**src/rtl/clk_div_pkg.sv**
```systemverilog
// ============================================================================
// clk_div_pkg : shared types and helpers for the divided-clock triple
// Rev 1.0
// ============================================================================
`default_nettype none

package clk_div_pkg;

    localparam int DIV_PHASE_W = 3;

    typedef enum logic [0:0] {
        ST_ACQUIRE = 1'b0,
        ST_LOCKED  = 1'b1
    } state_e;

    // The divider's triple {clk_f,clk_2f,clk_4f} counts down mod 8.
    function automatic logic [DIV_PHASE_W-1:0] next_phase(input logic [DIV_PHASE_W-1:0] p);
        return p - 3'd1;
    endfunction

endpackage

`default_nettype wire

```
**src/rtl/clk_div_step_chk.sv**
```systemverilog
// ============================================================================
// clk_div_step_chk : samples the divided-clock triple and flags good steps
// Rev 1.0
// ============================================================================
`default_nettype none

module clk_div_step_chk
    import clk_div_pkg::*;
(
    input  logic                   clk,
    input  logic                   reset,
    input  logic [DIV_PHASE_W-1:0] i_triple,
    output logic [DIV_PHASE_W-1:0] o_cur,
    output logic                   o_step_valid,
    output logic                   o_good
);

    logic [DIV_PHASE_W-1:0] r_cur_q;
    logic [DIV_PHASE_W-1:0] r_prev_q;
    logic                   r_cur_valid;
    logic                   r_prev_valid;

    always_ff @(posedge clk) begin
        if (reset) begin
            r_cur_q      <= '0;
            r_prev_q     <= '0;
            r_cur_valid  <= 1'b0;
            r_prev_valid <= 1'b0;
        end else begin
            r_cur_q      <= i_triple;
            r_prev_q     <= r_cur_q;
            r_cur_valid  <= 1'b1;
            r_prev_valid <= r_cur_valid;
        end
    end

    assign o_cur        = r_cur_q;
    assign o_step_valid = r_prev_valid;
    assign o_good       = r_prev_valid && (r_cur_q == next_phase(r_prev_q));

endmodule

`default_nettype wire

```
**src/rtl/clk_div_monitor.sv**
```systemverilog
// ============================================================================
// clk_div_monitor : lock/error monitor for the divided clock triple
// Rev 1.0
// ============================================================================
`default_nettype none

module clk_div_monitor
    import clk_div_pkg::*;
#(
    parameter int LOCK_CYCLES = 16,
    parameter int UNLOCK_ERRS = 2,
    parameter int ERR_CNT_W   = 8
) (
    input  logic                   clk,
    input  logic                   reset,
    input  logic                   clk_f_in,
    input  logic                   clk_2f_in,
    input  logic                   clk_4f_in,
    input  logic                   clr_err,
    output logic                   locked,
    output logic                   err_pulse,
    output logic [ERR_CNT_W-1:0]   err_count,
    output logic                   lost_lock,
    output logic [DIV_PHASE_W-1:0] phase
);

    localparam int GOOD_W = $clog2(LOCK_CYCLES + 1);
    localparam int BAD_W  = $clog2(UNLOCK_ERRS + 1);

    logic [DIV_PHASE_W-1:0] w_cur;
    logic                   w_step_valid;
    logic                   w_good;
    logic                   w_count_evt;
    logic                   w_lose_evt;

    state_e                 r_state;
    logic [GOOD_W-1:0]      r_good_cnt;
    logic [BAD_W-1:0]       r_bad_cnt;
    logic                   r_err_pulse;
    logic [ERR_CNT_W-1:0]   r_err_count;
    logic                   r_lost_lock;

    clk_div_step_chk u_step_chk (
        .clk          (clk),
        .reset        (reset),
        .i_triple     ({clk_f_in, clk_2f_in, clk_4f_in}),
        .o_cur        (w_cur),
        .o_step_valid (w_step_valid),
        .o_good       (w_good)
    );

    assign w_count_evt = w_step_valid && !w_good && (r_state == ST_LOCKED);
    assign w_lose_evt  = w_count_evt && (r_bad_cnt == BAD_W'(UNLOCK_ERRS - 1));

    always_ff @(posedge clk) begin
        if (reset) begin
            r_state     <= ST_ACQUIRE;
            r_good_cnt  <= '0;
            r_bad_cnt   <= '0;
            r_err_pulse <= 1'b0;
            r_err_count <= '0;
            r_lost_lock <= 1'b0;
        end else begin
            r_err_pulse <= w_count_evt;

            if (w_step_valid) begin
                case (r_state)
                    ST_ACQUIRE: begin
                        if (!w_good) begin
                            r_good_cnt <= '0;
                        end else if (r_good_cnt == GOOD_W'(LOCK_CYCLES - 1)) begin
                            r_state    <= ST_LOCKED;
                            r_good_cnt <= '0;
                            r_bad_cnt  <= '0;
                        end else begin
                            r_good_cnt <= r_good_cnt + 1'b1;
                        end
                    end
                    default: begin
                        if (w_good) begin
                            r_bad_cnt <= '0;
                        end else if (w_lose_evt) begin
                            r_state    <= ST_ACQUIRE;
                            r_good_cnt <= '0;
                            r_bad_cnt  <= '0;
                        end else begin
                            r_bad_cnt <= r_bad_cnt + 1'b1;
                        end
                    end
                endcase
            end

            // A counted error in the clearing cycle leaves a count of one.
            if (clr_err) begin
                r_err_count <= w_count_evt ? ERR_CNT_W'(1) : '0;
            end else if (w_count_evt && (r_err_count != {ERR_CNT_W{1'b1}})) begin
                r_err_count <= r_err_count + 1'b1;
            end

            if (w_lose_evt) begin
                r_lost_lock <= 1'b1;
            end else if (clr_err) begin
                r_lost_lock <= 1'b0;
            end
        end
    end

    assign locked    = (r_state == ST_LOCKED);
    assign err_pulse = r_err_pulse;
    assign err_count = r_err_count;
    assign lost_lock = r_lost_lock;
    assign phase     = w_cur;

endmodule

`default_nettype wire
```
**config.mk**
```make
export PLATFORM = sky130hd
export DESIGN_NAME = clk_div_monitor
export DESIGN_NICKNAME = d
export VERILOG_FILES = /design/src/rtl/clk_div_pkg.sv /design/src/rtl/clk_div_step_chk.sv /design/src/rtl/clk_div_monitor.sv
export SDC_FILE = /design/constraint.sdc
export NUM_CORES = 1
export LEC_CHECK = 0
export CAP_MARGIN = 5
export CORE_ASPECT_RATIO = 0.9
export CORE_MARGIN = 2
export CORE_UTILIZATION = 55
export CTS_CLUSTER_SIZE = 20
export DETAILED_ROUTE_END_ITERATION = 10
export PLACE_DENSITY = 0.83
export SLEW_MARGIN = 20
export SYNTH_ARGS = -nofsm -noshare
export SYNTH_HDL_FRONTEND = slang
export SYNTH_SLANG_ARGS = --single-unit
```
**constraint.sdc**
```tcl
create_clock -name clk -period 3.15 [get_ports clk]
set_input_delay 0.63 -clock clk [delete_from_list [all_inputs] [get_ports clk]]
set_output_delay 0.63 -clock clk [all_outputs]
set_load 0.03 [all_outputs]
```
# --- Word-level counts from Yosys, hierarchy flattened ---
# Cells that the tools add are included.
totals:
  elab_cells: 53
  mem_count: 0
  regBits: 26
  rom_bits: 0
  ram_bits: 0
  latchBits: 0
op_classes:
  n_mul: 0
  shift: 0
  n_eq_ne: 6
  order_cmp: 0
  reduce_logical: 12
  div_mod_pow: 0
  mux: 21
  add_sub_neg: 4
  n_bitwise: 0
op_table:
  columns: ["operator", "count"]
  rows:
  - ["$mux 5", 5]
  - ["$mux 8", 2]
  - ["$mux 2", 5]
  - ["$mux 1", 9]
  - ["$add 8x1->8 const B", 1]
  - ["$ne 8x8->1 const B", 1]
  - ["$reduce_bool 2->1", 4]
  - ["$reduce_and 3->1", 2]
  - ["$add 5x1->5 const B", 1]
  - ["$eq 5x4->1 const B", 1]
  - ["$logic_and 1x1->1", 5]
  - ["$ne 2x2->1 const B", 2]
  - ["$eq 3x3->1", 1]
  - ["$sub 3x1->3 const B", 1]
  - ["$add 2x1->2 const B", 1]
  - ["$eq 2x1->1 const B", 1]
  - ["$logic_not 1->1", 1]

# --- Logic depth before layout (Yosys ltp) ---
depth:
  word_depth: 10
  depth_mapped: 7

# --- Cells and area by module ---
# A second synthesis with hierarchy kept.
hier_totals:
  hier_cells: 127
  hier_area_um2: 1152.4
modules_own_cells:
  columns: ["module", "n_inst", "cells_per_inst", "area_each_um2"]
  rows:
  - ["clk_div_monitor", 1, 104, 875.8]
  - ["clk_div_step_chk", 1, 23, 276.5]

# --- Least setup slack after synthesis ---
# OpenSTA, ideal clock, no wires.
synth_path:
  kind: "reg2reg"
  startpoint: "reg u_step_chk.r_prev_q[0]"
  endpoint: "reg r_err_count[7] (netlist: err_count[7])"
  stages_incl_launch_ff: 8
  period_less_slack_ns: 1.959
  path_slack_ns: 1.191
  required_ns: 3.080
  n_path_buf: 1
  t_arrival_ns: 1.889
  setup_ns: 0.070
  cell_sequence: "dfxtp_1 -> inv_1 -> ha_1 -> xnor3_2 -> a31o_1 -> buf_6 -> or4_1 -> a21oi_1"
synth_via:
  elab_chain_cells: 8
synth_rtl:
  columns: ["item", "line_no", "text"]
  rows:
  - ["start: declaration", "clk_div_step_chk.sv:19", "logic [DIV_PHASE_W-1:0] r_prev_q;"]
  - ["start signal: assignment", "clk_div_step_chk.sv:31", "r_prev_q <= r_cur_q;"]
  - ["$sub 3x1->3", "clk_div_pkg.sv:18", "return p - 3'd1;"]
  - ["$eq 3x3->1", "clk_div_step_chk.sv:39", "assign o_good = r_prev_valid && (r_cur_q == next_phase(r_prev_q));"]
  - ["$logic_and 1x1->1", "clk_div_step_chk.sv:39", null]
  - ["$logic_not 1->1", null, null]
  - ["$logic_and 1x1->1 (2 in a row)", "clk_div_monitor.sv:52", "assign w_count_evt = w_step_valid && !w_good && (r_state == ST_LOCKED);"]
  - ["$logic_and 1x1->1", "clk_div_monitor.sv:96", "end else if (w_count_evt && (r_err_count != {ERR_CNT_W{1'b1}})) begin"]
  - ["$reduce_bool 2->1 (no line)", null, null]
  - ["end signal: assignment", "clk_div_monitor.sv:95", "r_err_count <= w_count_evt ? ERR_CNT_W'(1) : '0;"]
  - ["end signal: assignment", "clk_div_monitor.sv:97", "r_err_count <= r_err_count + 1'b1;"]
  - ["end: declaration", "clk_div_monitor.sv:40", "logic [ERR_CNT_W-1:0] r_err_count;"]
# Every way passes these cells.
# A chain may end at the register's enable or synchronous reset.

# --- Worst setup path in the final report ---
# Same ends and word-level chain as after synthesis.

==> results.toml <==
[setup_path]
r2r_setup_slack_ns = 0.97
cp_cell_sequence = "inv_1 > ha_1 > xnor3_2 > a31o_1 > or4_1 > a21oi_1"
endpoint_kind = "register"
critical_path_class = "register to register"
start_kind = "register"
path_max_fanout = 10
path_buf_inv = 1
cp.arrival_ns = 2.44
cp_slowest_stage_delay_ns = 0.55
cp_slowest_cell = "or4_1"
cp_top_family = "simple AND/OR/NAND/NOR gates"
cp.required_ns = 3.41

[sta]
rsz0062_at_grt = "false"
setup_viol = 0
setup-tns-final_ns = 0
fmaxAchievable_mhz = 458
relSlewSlack_pct = 55.6
hold_violations = 0
worst_clock_skew_ns = 0.00454
worstMarginPinSlew_ns = 0.664
slew_viol_final = 0
finalCriticalPeriod_ns = 2.18
hold_ws_ns = 0.445
final.period_utilization_pct = 69.4

[pwr]
p_leak_nw = 0.534
finalPower_mw = 0.611
p_int_mw = 0.484
comb_power_share_pct = 7.8
switching_share_pct = 20.8
clockPowerShare_pct = 36.9
max-vdd-ir-drop_mv = 0.400
p_seq_share_pct = 55.3
p_switching_mw = 0.127
power-per-cell-area_mw_per_mm2 = 429

[placement]
routabilityCongestion = 0.855
port-buffer-count = 19
post-dp-hpwl_um = 1830
place_area_mm2 = 0.00137

[drt]
wl_per_cell_um = 14.3
vias_per_cell = 6.10
vias = 1043
antenna_left = 0
first_iter_violations = 26
dr.pass1.iters = 4
drcViolationCount = 0
wirelength_um = 2450

[run]
maxCapViolations = 0

[synth]
synth_cell_types = 42
postSynthNetCount = 134
synth_top_area_share_pct = 44.8
seq_area_frac_synth_pct = 44.8
yosysWarnings = 0
ys_ff_latch = 26
synth_area_leaders = "dfxtp_1 45%, nor2b_1 4.8%, a21oi_1 4.3%, ha_1 3.2%, nand3_1 2.6%"
yosys.area.top_type = "dfxtp_1"
syn_avg_cell_area_um2 = 9.29
netlist_instances = 125
async_reset_ff_share_pct = 0
syn-cell-area_mm2 = 0.00116
synth-edff-count = 0
synth_ff_type = "dfxtp_1"

[global_routing]
overflow = 0
grt_pass1_wl_um = 3870
antenna_found_initial = 0
grt_max_degree = 16
grt_pass1_vias = 899
grt_use_total_pct = 21.4

[clock_tree]
postCtsHoldBufs = 0
clk_latency_ns = 0.32
cts_max_level = 1
cts_tree = "yes"
cts_buffers = 3
clk_pin_slew_worst_paths_ns = 0.14
cts_resized = 0
cts_post_setup_buffers_inserted = 0
cts_root_buf = "clkbuf_4"
clockBufferDepth = 2
clock-sinks = 26

[layout]
n_antenna_cell = 0
finalNetCount = 156
final_util_pct = 72.9
drive_gt1_share_pct = 5.48
syn_to_final_growth_pct = 22.6
fillers = 144
design_area_mm2 = 0.00142

[floorplanning]
dieArea_mm2 = 0.00250
num_rows = 15
core_area_mm2 = 0.00195
die_y_um = 47.6
die_width_um = 52.4
start_util_pct = 59.5
ios = 20

[hold_path]
hp-class = "register to register"

[status]
status = "finished clean"
[power by group through the flow]
stage                     Clock [mW]  Combinational [mW]  Sequential (mW)
after floorplan                    0              0.0238            0.348
after global placement             0              0.0452            0.345
after detailed placement           0              0.0464            0.345
after CTS                      0.230              0.0473            0.338
after global routing           0.244              0.0525            0.339
final                          0.225              0.0477            0.338
[cell usage after synthesis (2+ instances only)]
library cell,number
nor2b_1,9
and3_1,2
and4_1,2
a21oi_1,10
a21o_1,2
nor2_1,6
a31oi_1,3
nand2_1,8
dfxtp_1,26
a22o_1,2
nand3_1,6
inv_1,7
xor2_1,2
or3_1,2
o41ai_1,2
nor3b_1,2
o211ai_1,2
nand4_1,2
nor3_1,2
o21ai_0,3
clkbuf_1,2
ha_1,3
[kinds of logic (layout without fill, tap and decap cells)]
family	Yosys count	in the layout	synth area share [%]
AO/OA/AOI/OAI	33	33	19.2
XOR/XNOR	4	4	4.31
adder cells (fa/ha/maj)	3	3	3.23
buffers and inverters	10	31	3.88
flip-flops	26	26	44.8
multiplexers	2	2	1.83
AND/OR/NAND/NOR	47	47	22.7
[per-layer routing]
metal	wire [um]	track usage (%)	vias to the layer above
met5	0	0	-
met4	21	7.69	0
met3	136	6.25	4
met2	1180	35.5	40
met1	1110	27.1	492
li1	-	-	507
[worst min-delay path: stages, from the launching register on]
cell and delay [ns]:
dfxtp_1 0.33, nand2_1 0.05, a21oi_1 0.03
[cell usage in the layout, fill, tap and decap left out, drive strengths merged, types with 2 or more instances in the layout]
cell type	count
a22o	2
inv	7
clkbuf	3
and4	2
xor2	2
clkdlybuf4s50	19
or3	2
a21o	2
dfxtp	26
ha	3
nand3	6
o21ai	3
a31oi	3
and3	3
nor3b	2
o211ai	2
nor3	2
o41ai	2
nand4	2
nor2b	9
nor2	6
nand2	8
a21oi	10
[layout make-up]
cell class,instances,area [um^2],share of cell area (%)
Clock buffer,3,22.5,1.58
Clock inverter,1,30.0,2.11
Inverter,7,26.3,1.85
Multi-Input combinational cell,89,596,41.8
Sequential cell,26,520,36.6
Tap cell,25,31.3,2.20
Timing Repair Buffer,20,198,13.9
[worst paths after layout]
check / end / start / cells past startpoint
max: err_count[7]$_SDFFE_PP0P_ / u_step_chk.r_prev_q[0]$_SDFF_PP0_ / 6
min reg2reg: r_good_cnt[4]$_SDFFE_PP0P_ / r_good_cnt[4]$_SDFFE_PP0P_ / 2
min: r_good_cnt[4]$_SDFFE_PP0P_ / r_good_cnt[4]$_SDFFE_PP0P_ / 2
max reg2reg: err_count[7]$_SDFFE_PP0P_ / u_step_chk.r_prev_q[0]$_SDFF_PP0_ / 6
[per-stage QoR]
step / setup WS, ns / instances
CTS: 0.976 / 171
global route: 0.848 / 171
finish: 0.965 / 171
detailed placement: 1.00 / 167
global placement: 1.03 / 167
floorplan: 1.19 / 125
[sequential cells by signal (all words and copies together) (netlist names)]
register                 count
u_step_chk.r_cur_valid       1
err_count                    8
locked                       1
r_bad_cnt                    2
err_pulse                    1
lost_lock                    1
r_good_cnt                   5
u_step_chk.o_step_valid      1
u_step_chk.o_cur             3
u_step_chk.r_prev_q          3
No activity file was read; power rests on OpenSTA's default activity.
